**config.mk**
```make
export PLATFORM = sky130hd
export DESIGN_NAME = alu_seq
export DESIGN_NICKNAME = d
export VERILOG_FILES = /design/src/rtl/alu_seq.sv
export SDC_FILE = /design/constraint.sdc
export NUM_CORES = 1
export LEC_CHECK = 0
export ABC_CLOCK_PERIOD_IN_PS = 6000
export BUFFER_PORTS_ARGS = -buffer_cell sky130_fd_sc_hd__buf_4
export CORE_UTILIZATION = 60
export CTS_BUF_LIST = sky130_fd_sc_hd__clkbuf_8
export DETAILED_ROUTE_END_ITERATION = 16
export GPL_TIMING_DRIVEN = 0
export PLACE_DENSITY = 0.82
export SLEW_MARGIN = 20
export SYNTH_ARGS = -nofsm -noshare
export SYNTH_HDL_FRONTEND = slang
export SYNTH_SLANG_ARGS = --single-unit
```
**constraint.sdc**
```tcl
create_clock -name clk -period 6 [get_ports clk]
set_input_delay 0.9 -clock clk [delete_from_list [all_inputs] [get_ports clk]]
set_output_delay 0.9 -clock clk [all_outputs]
set_load 0.02 [all_outputs]
```
**src/rtl/alu_seq.sv**
```systemverilog
// Sequential ALU: 1-cycle ADD/SUB/NAND/XOR, bit-serial SLL/SRA/ROR; ALU_SAT_EN enables ADD/SUB saturation.
// Latency: result registered at the accepting edge for 1-cycle ops; shifts finish shamt edges after acceptance.
// Backpressure: in_ready is low while a multi-cycle shift is in progress; no output stall.
module alu_seq #(
  parameter int WIDTH = 16
) (
  input  logic             clk,
  input  logic             rst_n,
  input  logic             in_valid,
  output logic             in_ready,
  input  logic [2:0]       opcode,
  input  logic [WIDTH-1:0] a,
  input  logic [WIDTH-1:0] b,
  output logic             out_valid,
  output logic [WIDTH-1:0] result,
  output logic             flag_n,
  output logic             flag_z,
  output logic             flag_v
);

  localparam int SHW = $clog2(WIDTH);
  localparam int MSB = WIDTH - 1;

  localparam logic [2:0] OP_ADD  = 3'b000;
  localparam logic [2:0] OP_SUB  = 3'b001;
  localparam logic [2:0] OP_NAND = 3'b010;
  localparam logic [2:0] OP_XOR  = 3'b011;
  localparam logic [2:0] OP_SLL  = 3'b100;
  localparam logic [2:0] OP_SRA  = 3'b101;
  localparam logic [2:0] OP_ROR  = 3'b110;

  typedef enum logic {IDLE, SHIFT} state_t;

  state_t           state, state_nxt;
  logic [WIDTH-1:0] work, work_nxt;
  logic [SHW-1:0]   cnt, cnt_nxt;
  logic [1:0]       sop, sop_nxt;
  logic [WIDTH-1:0] result_nxt;
  logic             out_valid_nxt, flag_n_nxt, flag_z_nxt, flag_v_nxt;
  logic [WIDTH-1:0] arith_raw, arith_res, shifted;
  logic             arith_ovf;
  logic [SHW-1:0]   shamt;

  assign in_ready = (state == IDLE);
  assign shamt    = b[SHW-1:0];

  always_comb begin
    arith_raw = opcode[0] ? (a - b) : (a + b);
    // Overflow when the result sign disagrees with a and the effective operand signs match.
    if (opcode[0])
      arith_ovf = (a[MSB] != b[MSB]) && (arith_raw[MSB] != a[MSB]);
    else
      arith_ovf = (a[MSB] == b[MSB]) && (arith_raw[MSB] != a[MSB]);
`ifdef ALU_SAT_EN
    if (arith_ovf)
      arith_res = a[MSB] ? {1'b1, {(WIDTH-1){1'b0}}} : {1'b0, {(WIDTH-1){1'b1}}};
    else
      arith_res = arith_raw;
`else
    arith_res = arith_raw;
`endif
  end

  // sop holds opcode[1:0] of the shift: 00 SLL, 01 SRA, 10 ROR.
  always_comb begin
    case (sop)
      2'b00:   shifted = {work[MSB-1:0], 1'b0};
      2'b01:   shifted = {work[MSB], work[MSB:1]};
      2'b10:   shifted = {work[0], work[MSB:1]};
      default: shifted = work;
    endcase
  end

  always_comb begin
    state_nxt     = state;
    work_nxt      = work;
    cnt_nxt       = cnt;
    sop_nxt       = sop;
    result_nxt    = result;
    flag_n_nxt    = flag_n;
    flag_z_nxt    = flag_z;
    flag_v_nxt    = flag_v;
    out_valid_nxt = 1'b0;
    case (state)
      IDLE: begin
        if (in_valid) begin
          case (opcode)
            OP_ADD, OP_SUB: begin
              result_nxt    = arith_res;
              flag_n_nxt    = arith_res[MSB];
              flag_z_nxt    = (arith_res == '0);
              flag_v_nxt    = arith_ovf;
              out_valid_nxt = 1'b1;
            end
            OP_NAND, OP_XOR: begin
              result_nxt    = opcode[0] ? (a ^ b) : ~(a & b);
              flag_z_nxt    = (result_nxt == '0);
              out_valid_nxt = 1'b1;
            end
            OP_SLL, OP_SRA, OP_ROR: begin
              if (shamt == '0) begin
                result_nxt    = a;
                flag_z_nxt    = (a == '0);
                out_valid_nxt = 1'b1;
              end else begin
                work_nxt  = a;
                cnt_nxt   = shamt;
                sop_nxt   = opcode[1:0];
                state_nxt = SHIFT;
              end
            end
            default: begin
              result_nxt    = '0;
              flag_z_nxt    = 1'b1;
              out_valid_nxt = 1'b1;
            end
          endcase
        end
      end
      SHIFT: begin
        work_nxt = shifted;
        cnt_nxt  = cnt - 1'b1;
        if (cnt == SHW'(1)) begin
          result_nxt    = shifted;
          flag_z_nxt    = (shifted == '0);
          out_valid_nxt = 1'b1;
          state_nxt     = IDLE;
        end
      end
      default: state_nxt = IDLE;
    endcase
  end

  always_ff @(posedge clk or negedge rst_n) begin
    if (!rst_n) begin
      state     <= IDLE;
      work      <= '0;
      cnt       <= '0;
      sop       <= '0;
      result    <= '0;
      flag_n    <= 1'b0;
      flag_z    <= 1'b0;
      flag_v    <= 1'b0;
      out_valid <= 1'b0;
    end else begin
      state     <= state_nxt;
      work      <= work_nxt;
      cnt       <= cnt_nxt;
      sop       <= sop_nxt;
      result    <= result_nxt;
      flag_n    <= flag_n_nxt;
      flag_z    <= flag_z_nxt;
      flag_v    <= flag_v_nxt;
      out_valid <= out_valid_nxt;
    end
  end

endmodule

```
# Yosys cells after proc, flatten, opt, wreduce, memory -nomap -nowiden
# Index checks and enable logic that the tools add are counted.
# totals
reg_bits	43
input_bits	38
output_inout_bits	21
# classes
n_addsub	3
n_eq_ne	17
muxes	32
n_bitwise	5
n_reduce_logical	16
# ops
cell	count
$mux 16	8
$pmux 16 s3	2
$logic_not 16->1	4
$pmux 16 s2	2
$add 16x16->16	1
$and 16x16->16	1
$not 16->16	1
$sub 16x16->16	1
$xor 16x16->16	1
$mux 1	12
$mux 4	3
$eq 3x3->1 const B	3
$reduce_and 3->1	3
$pmux 4 s2	1
$eq 3x2->1 const B	2
$pmux 1 s2	3
$eq 4x1->1 const B	1
$logic_not 4->1	1
$ne 2x1->1 const B	2
$ne 2x2->1 const B	2
$reduce_and 4->1	1
$reduce_or 2->1	2
$sub 4x1->4 const B	1
$eq 3x1->1 const B	1
11 further kinds	14

# Logic depth before layout (Yosys ltp)
# Gate-level depths: netlist of run 1.
# depth
word_depth	7
depth_mapped	16
depth_no_buf	15

# Worst setup path before layout of run 1
# No wires, ideal clock.
# synth_timing
kind	in2reg
startpoint	input opcode[0]
endpoint	register result[13]
arrival_ns	3.677
t_required_ns	5.935
slack_ns	2.258
cell_stages	13
n_path_buf	2
cell_sequence	clkbuf_1 -> clkbuf_1 -> mux2_2 -> inv_1 -> ha_1 -> nor2b_1 -> o2111ai_1 -> nand3_1 -> a41o_1 -> a2111oi_0 -> nor3_1 -> nor4_1 -> o22a_1
# synth_between
elab_chain_cells	5
# synth_rtl
item	line	source
start, declared	11	input logic [2:0] opcode,
$eq 3x3->1, or another cell as far along	87	case (opcode)
$reduce_or 3->1 or $reduce_or 2->1 (tied branches)	87	
$pmux 16 s3	87	
$mux 16	86	if (in_valid) begin
$pmux 16 s2	84	case (state)
end signal, assigned	150	result <= result_nxt;
end, declared	15	output logic [WIDTH-1:0] result,
# Several ways; a longest one is shown, not always the timed one. The select of a mux whose other input is x is not followed.
# A chain may end at the register's enable or synchronous reset.

# Worst setup path in the final report of run 1
# layout_timing
startpoint	input opcode[0]
endpoint	register result[10]
# Same word-level chain as after synthesis.

==> flow_summary.toml, run 1 <==
[outcome]
run_status = "complete, no violations"

[worst_setup_path]
timing.setup.critical_path_class = "in2reg"
timing.critical_path.fanout_max = 10
required_ns = 6.19
endpoint_kind = "flop"
worstSetupStartpointType = "input port"
timing.critical_path.arrival_ns = 4.68

[synth]
synth.yosys.warnings = 0
most_frequent_cells_after_synthesis = "sky130_fd_sc_hd__nor2_1 (69), sky130_fd_sc_hd__o21ai_0 (50), sky130_fd_sc_hd__dfrtp_1 (43)"
postSynthRegisterBits = 43
synth_cell_types = 70
syn_avg_cell_area_sq_um = 7.769
yosysMostFrequentCell = "sky130_fd_sc_hd__nor2_1"
async_flop_share = 1.000
synth_top_area_cells = "sky130_fd_sc_hd__dfrtp_1 (23%), sky130_fd_sc_hd__ha_1 (9.0%), sky130_fd_sc_hd__nor2_1 (5.5%)"
post-synth-top-area-fraction = 0.2282
mappedNetlistNets = 680
post_synth_inst_count = 607
synthesis.area_sq_um = 4716
synth-seq-area-share = 0.2282
yosys_most_used_dff = "sky130_fd_sc_hd__dfrtp_1"
synth_enable_flop_cells = 0
synth_top_cell_by_area = "sky130_fd_sc_hd__dfrtp_1"

[grt]
groute.layer.met2.usage = 0.6856
global_route.usage.met3 = 0.08586
global_route.usage.met1 = 0.5053
top_usage_layer = "met2"
antenna_found_initial = 1
global_route.usage.total = 0.4159
remaining_global_route_overflow = 0
grt_pass1_wl_um = 26900
grt_max_degree = 44
first_global_vias = 5264

[layout]
drive_gt1_frac = 0.1324
insertedDiodeCount = 0
area_growth_syn_to_layout_pct = 13.72
utilization = 0.7239
finalNonFillerCells = 771
number_of_inserted_filler_cells_in_the_final_layout = 561
finalNetCount = 745

[timing]
postLayoutSetupSlackWorst_ns = 1.504
final.period_utilization = 0.7494
rsz0062_at_grt = "false"
setup_clock_skew_after_layout_ns = 0.007091
final-hold-violation-count = 0
report.final.setup_viol = 0
setup_total_negative_slack_ns = 0
post-route-min-period_ns = 4.496
worst-slew-pin-transition_ns = 0.7243
max_clock_freq_mhz = 222.4
report.final.slew_viol_count = 0
relSlewSlack = 0.5110

[floorplan]
floorplan.core_area_sq_um = 7408
floorplan.io_pins = 59
die_area_sq_um = 8218
placement_rows = 31
die_x_um = 90.66
die_y_um = 90.66
initial_util = 0.6365

[power]
ir_worst_vdd_uv = 148.8
leakage_power_nw = 2.283
power-per-cell-area_nw_per_um2 = 412.8

[place]
dp_worst_setup_slack_ns = 1.363
dp_cells = 764
place.port_buffers = 58
final_gp_congestion = 0.9949
hpwlAfterDp_um = 12900

[routing]
route.detailed.vias_per_inst = 6.962
dr.pass1.iters = 6
wire_per_inst_um = 21.68
remaining_drc_errors = 0
antenna_nets_post_route = 0
detailedRoute.firstIterationViolations = 503
totalWireLength_um = 16710
vias = 5368

[clock_network]
cts_sinks = 43
buffers_from_clock_root_to_sink_at_most = 2
post_cts_resized = 0
postCtsSetupBuffers = 0
cts.reportedPaths.clkPinSlew_ns = 0.08
holdBufCountCts = 0
tritoncts = "yes"
clk_latency_ns = 0.30
numCtsBuffers = 5
cts-root-buf = "sky130_fd_sc_hd__clkbuf_8"
htree_levels = 2

[flow_run]
timing.max_cap.violations = 0

[worst_hold_path]
worst_hold_path_type = "reg2reg"
[cells in the final DEF, fill, tap and decap left out, types with 5 or more instances in the layout]
master	count
sky130_fd_sc_hd__o21a_1	8
sky130_fd_sc_hd__mux2i_1	22
sky130_fd_sc_hd__buf_4	58
sky130_fd_sc_hd__a31oi_1	8
sky130_fd_sc_hd__nor3_1	25
sky130_fd_sc_hd__nand3_1	11
sky130_fd_sc_hd__nand3b_1	7
sky130_fd_sc_hd__nor2_1	69
sky130_fd_sc_hd__or2_2	5
sky130_fd_sc_hd__a21oi_1	40
sky130_fd_sc_hd__nor4_1	10
sky130_fd_sc_hd__inv_1	17
sky130_fd_sc_hd__buf_2	7
sky130_fd_sc_hd__nor2b_1	15
sky130_fd_sc_hd__clkbuf_8	6
sky130_fd_sc_hd__nand2_1	40
sky130_fd_sc_hd__nand2b_1	7
sky130_fd_sc_hd__a221oi_1	10
sky130_fd_sc_hd__o211ai_1	8
sky130_fd_sc_hd__xnor2_1	13
sky130_fd_sc_hd__dfrtp_1	43
sky130_fd_sc_hd__clkbuf_1	24
sky130_fd_sc_hd__xor2_1	10
sky130_fd_sc_hd__ha_1	34
sky130_fd_sc_hd__or3_1	8
sky130_fd_sc_hd__a211oi_1	9
sky130_fd_sc_hd__mux2_2	5
sky130_fd_sc_hd__a21boi_0	7
sky130_fd_sc_hd__o21ai_0	50
sky130_fd_sc_hd__a311o_1	5
[cell type report]
cell class,count,area (sq um),share of cell area
Buffer,34,136.4,0.02543
Clock buffer,6,82.58,0.01540
Clock inverter,1,5.005,0.0009333
Inverter,19,71.32,0.01330
Multi-Input combinational cell,511,3432,0.6400
Sequential cell,43,1076,0.2007
Tap cell,99,123.9,0.02310
Timing Repair Buffer,58,435.4,0.08119
[per-layer routing]
metal,share of wire,wire (um)
met5,0.00078,13
met3,0.10,1682
met2,0.47,7797
met1,0.38,6336
met4,0.053,883
[power by group]
part,switching (mW),leakage (nW),internal (mW)
Sequential,0.147,0.506,0.438
Clock,0.102,0.0470,0.0905
Combinational,0.884,1.73,0.553
[logic make-up (layout without fill, tap and decap cells)]
logic type,count (synthesis),count (layout),synth area share
adder cells (fa/ha/maj),35,35,0.09446
AO/OA/AOI/OAI,199,199,0.2852
multiplexers,27,27,0.05864
XOR/XNOR,23,23,0.04272
AND/OR/NAND/NOR,227,227,0.2467
buffers and inverters,53,118,0.04404
flip-flops,43,43,0.2282
[stage by stage]
stage                     power [mW]  hold slack, ns  instance area, sq um
after floorplan                1.490          0.5381                  4716
after global placement         1.916          0.4663                  5275
after detailed placement       1.960          0.4812                  5275
after CTS                      2.161          0.4986                  5363
after global routing           2.351          0.5207                  5363
final                          2.214          0.4960                  5363
[worst max-delay path, stage by stage]
cell                       delay (ns)
sky130_fd_sc_hd__buf_4           0.12
sky130_fd_sc_hd__clkbuf_1        0.41
sky130_fd_sc_hd__buf_1           0.57
sky130_fd_sc_hd__nor2_1          0.14
sky130_fd_sc_hd__xnor2_1         0.17
sky130_fd_sc_hd__ha_1            0.35
sky130_fd_sc_hd__nor2b_1         0.18
sky130_fd_sc_hd__o31a_1          0.30
sky130_fd_sc_hd__o31ai_2         0.45
sky130_fd_sc_hd__a211oi_1        0.15
sky130_fd_sc_hd__a211oi_1        0.37
sky130_fd_sc_hd__o221ai_1        0.24
sky130_fd_sc_hd__a21oi_1         0.26
sky130_fd_sc_hd__nor2_1          0.06
[state kept, by name, indices dropped and copies added (netlist names)]
name       count
result        16
out_valid      1
flag_z         1
sop            2
state          1
cnt            4
flag_v         1
work          16
flag_n         1
[final timing paths]
path / startpoint / endpoint / slack [ns] / depth (start not counted)
max in group asynchronous: rst_n / out_valid / 5.03 / 1
min reg2reg: result[6] / result[6] / 0.50 / 2
min: result[6] / result[6] / 0.50 / 2
min in group asynchronous: rst_n / result[6] / 0.58 / 1
max reg2reg: sop[0] / flag_z / 3.31 / 8
max: opcode[0] / result[10] / 1.50 / 14
Note: power is estimated with default switching activity, not from simulation.
==> inputs of run 2 (changes only) <==
--- a/config.mk
+++ b/config.mk
@@ -5,13 +5,13 @@
 export SDC_FILE = /design/constraint.sdc
 export NUM_CORES = 1
 export LEC_CHECK = 0
-export ABC_CLOCK_PERIOD_IN_PS = 6000
+export ABC_CLOCK_PERIOD_IN_PS = 4000
 export BUFFER_PORTS_ARGS = -buffer_cell sky130_fd_sc_hd__buf_4
-export CORE_UTILIZATION = 60
+export CORE_UTILIZATION = 55
 export CTS_BUF_LIST = sky130_fd_sc_hd__clkbuf_8
 export DETAILED_ROUTE_END_ITERATION = 16
 export GPL_TIMING_DRIVEN = 0
-export PLACE_DENSITY = 0.82
+export PLACE_DENSITY = 0.79
 export SLEW_MARGIN = 20
 export SYNTH_ARGS = -nofsm -noshare
 export SYNTH_HDL_FRONTEND = slang
==> constraint.sdc (replaced) <==
create_clock -name clk -period 4 [get_ports clk]
set_input_delay 0.6 -clock clk [delete_from_list [all_inputs] [get_ports clk]]
set_output_delay 0.6 -clock clk [all_outputs]
set_load 0.02 [all_outputs]
==> run 2 against run 1 <==
Global-route usage shrank 3.1 points. Register-to-register slack lost 1.9 ns. Clock power grew 44%. Sequential share of layout area shrank 0.21 points. Clock skew shrank 0.0013 ns. Non-clock buffer count grew 2. Worst setup slack lost 1.3 ns. Largest power group unchanged. Highest routed layer is now met4.
==> flow_summary.toml, run 2 (same netlist as run 1, synthesis figures left out) <==
[outcome]
run_status = "complete, no violations"

[timing]
worst-slew-pin-transition_ns = 0.8335
postLayoutSetupSlackWorst_ns = 0.1554
report.final.slew_viol_count = 0
final-hold-violation-count = 0
relSlewSlack = 0.4373
report.final.setup_viol = 0
post-route-min-period_ns = 3.845
max_clock_freq_mhz = 260.1
final.period_utilization = 0.9611
setup_clock_skew_after_layout_ns = 0.005763

[floorplan]
initial_util = 0.5711
die_x_um = 94.60
die_y_um = 94.60
placement_rows = 33
die_area_sq_um = 8948
floorplan.core_area_sq_um = 8258
floorplan.io_pins = 59

[grt]
first_global_vias = 5009
antenna_found_initial = 0
grt_pass1_wl_um = 26280
grt_max_degree = 44
global_route.usage.total = 0.3853
remaining_global_route_overflow = 0

[worst_setup_path]
worstSetupStartpointType = "input port"
timing.reg2reg.worst_path_depth = 7
timing.critical_path.fanout_max = 6
required_ns = 4.19
timing.setup.critical_path_class = "in2reg"
timing.critical_path.arrival_ns = 4.04
endpoint_kind = "flop"

[power]
internal-power_mw = 1.610
switching_power_as_a_share_of_total_power = 0.5103
share_seq_of_total_power = 0.265
net-switching-power_mw = 1.678
ir_worst_vdd_uv = 228.2
leakage_power_nw = 2.313
power-per-cell-area_nw_per_um2 = 606.8
clkPwrFrac = 0.084
post-layout-total-power_mw = 3.288
comb_power_share = 0.650

[routing]
remaining_drc_errors = 0
dr.pass1.iters = 5
vias = 5313
antenna_nets_post_route = 0
wire_per_inst_um = 21.72
totalWireLength_um = 16950
detailedRoute.firstIterationViolations = 336
route.detailed.vias_per_inst = 6.812

[layout]
insertedDiodeCount = 0
layout.cells.most_common = "sky130_fd_sc_hd__nor2_1"
reg.largest.list = "result x16, work x16, cnt x4"
finalNetCount = 747
most_frequent_cells_in_the_layout = "sky130_fd_sc_hd__nor2_1 (69), sky130_fd_sc_hd__buf_4 (60), sky130_fd_sc_hd__o21ai_0 (50), sky130_fd_sc_hd__dfrtp_1 (43)"
utilization = 0.6562
drive_gt1_frac = 0.1467
area_growth_syn_to_layout_pct = 14.91

[clock_network]
tritoncts = "yes"
cts-root-buf = "sky130_fd_sc_hd__clkbuf_8"
cts.reportedPaths.clkPinSlew_ns = 0.09
holdBufCountCts = 0
htree_levels = 2
buffers_from_clock_root_to_sink_at_most = 2
clk_latency_ns = 0.30
cts_sinks = 43
numCtsBuffers = 5

[place]
hpwlAfterDp_um = 13180
dp_worst_setup_slack_ns = -0.4228
place.port_buffers = 58
final_gp_congestion = 0.9970

[worst_hold_path]
worst_hold_path_type = "in2async"

[flow_run]
timing.max_cap.violations = 0
==> run 2: final cells by class <==
type	instances	area, sq um
Timing Repair Buffer	60	450.4
Buffer	34	141.4
Sequential cell	43	1076
Inverter	19	71.32
Fill cell	748	2839
Clock buffer	5	68.82
Multi-Input combinational cell	511	3463
Tap cell	105	131.4
Clock inverter	3	16.27
==> run 2: path summary, 6_finish.rpt <==
kind                       startpoint         end  slack (ns)
max in group asynchronous       rst_n   out_valid        3.33
min in group clk            result[1]   result[1]        0.50
hold reg to reg             result[1]   result[1]        0.50
setup reg to reg               sop[0]   result[6]        1.38
setup / recovery                 b[1]  result[15]        0.16
hold / removal                  rst_n   result[3]        0.28
==> run 2: what timing repair did <==
item / 4_1_cts / 5_1_grt
resized for setup: 3 / 9
setup endpoints to repair: 4 / 6
buffers inserted: 0 / 2
==> run 2: power by group through the flow <==
stage | logic [mW] | clock network [mW] | registers (mW)
after global routing | 2.32 | 0.292 | 0.898
after global placement | 2.02 | 0 | 0.861
after detailed placement | 2.07 | 0 | 0.872
final | 2.14 | 0.277 | 0.873
after floorplan | 1.31 | 0 | 0.929
after CTS | 2.09 | 0.279 | 0.863
==> run 2: layer usage <==
layer	GRT usage	part of all wire	up-vias
met5	0	0	-
met4	0.1730	0.041	0
met3	0.05636	0.082	52
met2	0.6467	0.48	285
met1	0.4884	0.40	2554
li1	-	-	2422
==> run 2: per-stage QoR <==
step	instance area [sq um]	setup TNS, ns	hold slack [ns]	cells
6_report	5419	0	0.2794	780
5_1_grt	5419	-0.04545	0.3286	780
4_1_cts	5380	0	0.3038	778
3_5_place_dp	5283	-2.533	0.4808	770
3_3_place_gp	5283	-2.122	0.4749	770
2_1_floorplan	4716	0	0.3044	607
==> run 2: critical path: stages <==
cell and delay, ns:
sky130_fd_sc_hd__buf_4 0.13, sky130_fd_sc_hd__nor3_2 0.33, sky130_fd_sc_hd__nand4b_1 0.37, sky130_fd_sc_hd__o41ai_2 0.35, sky130_fd_sc_hd__xor2_1 0.19, sky130_fd_sc_hd__ha_1 0.28, sky130_fd_sc_hd__inv_1 0.14, sky130_fd_sc_hd__o21bai_1 0.17
sky130_fd_sc_hd__or3_1 0.37, sky130_fd_sc_hd__a311oi_2 0.38, sky130_fd_sc_hd__a211oi_1 0.12, sky130_fd_sc_hd__a311oi_2 0.35, sky130_fd_sc_hd__o41a_1 0.19, sky130_fd_sc_hd__nand2_1 0.05
==> inputs of run 3 (changes only) <==
--- a/config.mk
+++ b/config.mk
@@ -7,11 +7,11 @@
 export LEC_CHECK = 0
 export ABC_CLOCK_PERIOD_IN_PS = 4000
 export BUFFER_PORTS_ARGS = -buffer_cell sky130_fd_sc_hd__buf_4
-export CORE_UTILIZATION = 55
-export CTS_BUF_LIST = sky130_fd_sc_hd__clkbuf_8
+export CORE_UTILIZATION = 54
+export CTS_BUF_LIST = sky130_fd_sc_hd__clkbuf_4 sky130_fd_sc_hd__clkbuf_8 sky130_fd_sc_hd__clkbuf_16
 export DETAILED_ROUTE_END_ITERATION = 16
 export GPL_TIMING_DRIVEN = 0
-export PLACE_DENSITY = 0.79
+export PLACE_DENSITY = 0.78
 export SLEW_MARGIN = 20
 export SYNTH_ARGS = -nofsm -noshare
 export SYNTH_HDL_FRONTEND = slang
==> run 3 against run 2 <==
Hold slack gained 0.0028 ns. Cell count shrank 0.26%. Power grew 2.7%. Worst setup slack gained 0.028 ns.
==> flow_summary.toml, run 3 (same netlist as run 1, synthesis figures left out) <==
[grt]
grt_pass1_wl_um = 25990
remaining_global_route_overflow = 0
global_route.usage.total = 0.3789
first_global_vias = 4963
grt_max_degree = 44
antenna_found_initial = 0

[timing]
rsz0062_at_grt = "false"
worst-slew-pin-transition_ns = 0.6506
post-route-min-period_ns = 3.816
report.final.setup_viol = 0
relSlewSlack = 0.5663
max_clock_freq_mhz = 262.0
setup_clock_skew_after_layout_ns = 0.01262
report.final.slew_viol_count = 0
setup_total_negative_slack_ns = 0
final.period_utilization = 0.9541
final-hold-violation-count = 0

[clock_network]
clk_latency_ns = 0.30
numCtsBuffers = 5
buffers_from_clock_root_to_sink_at_most = 2
htree_levels = 2
cts-root-buf = "sky130_fd_sc_hd__clkbuf_8"
cts_sinks = 43
cts.reportedPaths.clkPinSlew_ns = 0.09
tritoncts = "yes"
holdBufCountCts = 0

[worst_setup_path]
timing.critical_path.fanout_max = 10
required_ns = 4.20
reg2reg_setup_slack_ns = 1.52
endpoint_kind = "flop"
timing.setup.critical_path_class = "in2reg"
worstSetupStartpointType = "input port"
timing.critical_path.arrival_ns = 4.01

[outcome]
run_status = "complete, no violations"

[routing]
remaining_drc_errors = 0
totalWireLength_um = 16750
dr.pass1.iters = 7
route.detailed.vias_per_inst = 6.754
wire_per_inst_um = 21.53
antenna_nets_post_route = 0
vias = 5255
detailedRoute.firstIterationViolations = 365

[layout]
most_frequent_cells_in_the_layout = "sky130_fd_sc_hd__nor2_1 (69), sky130_fd_sc_hd__buf_4 (59), sky130_fd_sc_hd__o21ai_0 (50), sky130_fd_sc_hd__dfrtp_1 (43)"
layout.cells.most_common = "sky130_fd_sc_hd__nor2_1"
reg.largest.list = "result x16, work x16, cnt x4"
finalNetCount = 745
number_of_inserted_filler_cells_in_the_final_layout = 737
area_growth_syn_to_layout_pct = 15.23
drive_gt1_frac = 0.1456
insertedDiodeCount = 0

[floorplan]
placement_rows = 33
floorplan.io_pins = 59
die_x_um = 95.45
floorplan.core_area_sq_um = 8341
die_area_sq_um = 9111
initial_util = 0.5654
die_y_um = 95.45

[place]
place.port_buffers = 58
hpwlAfterDp_um = 13180
final_gp_congestion = 1.029

[power]
leakage_power_nw = 2.316
post-layout-total-power_mw = 3.377
power-per-cell-area_nw_per_um2 = 621.4
ir_worst_vdd_uv = 209.3

[worst_hold_path]
worst_hold_path_type = "in2async"

[flow_run]
timing.max_cap.violations = 0
-- run 3: path summary, 6_finish.rpt --
check | from | to | depth (start not counted)
worst max-delay path | b[1] | result[15] | 17
worst min-delay path | rst_n | cnt[3] | 1
worst max register to register | state | result[8] | 6
worst min register to register | result[3] | result[3] | 2
max in group asynchronous | rst_n | result[12] | 1
min in group clk | result[3] | result[3] | 2
-- run 3: area by class of cell --
cell class                      count  area (sq um)  area share
Inverter                           19         71.32     0.01312
Timing Repair Buffer               59         442.9     0.08151
Multi-Input combinational cell    511          3458      0.6364
Sequential cell                    43          1076      0.1980
Clock buffer                        6         82.58     0.01520
Tap cell                          105         131.4     0.02418
Buffer                             33         136.4     0.02510
Clock inverter                      2         35.03    0.006447
-- run 3: power by group --
group          internal [mW]  switching (mW)
Clock                  0.202           0.158
Combinational          0.835            1.32
Sequential             0.657           0.210
-- run 3: timing repair --
item	in CTS	in global routing
setup endpoints to repair	2	5
resized for setup	4	6
setup buffers	0	1
-- run 3: metrics by stage --
stage	utilization	worst slack (ns)	area [sq um]	instances	hold WS, ns
after floorplan	-	0.5576	4716	607	0.3044
after global placement	0.6334	-0.3616	5283	770	0.4746
after detailed placement	0.6334	-0.4522	5283	770	0.4727
after CTS	0.6491	0.07692	5414	778	0.3038
after global routing	0.6515	0.002252	5434	778	0.3292
final	0.6515	0.1835	5434	778	0.2822
-- run 3: per-layer routing --
layer  global-route usage  vias up  wire, um
met5                    0        -         0
met4               0.1928        0       880
met3              0.05024       69      1280
met2               0.6190      274      7720
met1               0.4871     2496      6872
li1                     -     2416         -
-- run 3: critical path: stages --
cell	delay, ns
sky130_fd_sc_hd__buf_4	0.13
sky130_fd_sc_hd__inv_1	0.12
sky130_fd_sc_hd__ha_1	0.19
sky130_fd_sc_hd__nor3b_4	0.32
sky130_fd_sc_hd__and3_2	0.29
sky130_fd_sc_hd__a21oi_1	0.09
sky130_fd_sc_hd__xnor2_1	0.16
sky130_fd_sc_hd__ha_1	0.24
sky130_fd_sc_hd__buf_2	0.17
sky130_fd_sc_hd__a21oi_1	0.14
sky130_fd_sc_hd__o21bai_1	0.15
sky130_fd_sc_hd__or3_1	0.36
sky130_fd_sc_hd__a311oi_2	0.36
sky130_fd_sc_hd__a211oi_1	0.11
sky130_fd_sc_hd__a311oi_2	0.34
sky130_fd_sc_hd__o41a_1	0.19
sky130_fd_sc_hd__nand2_1	0.06
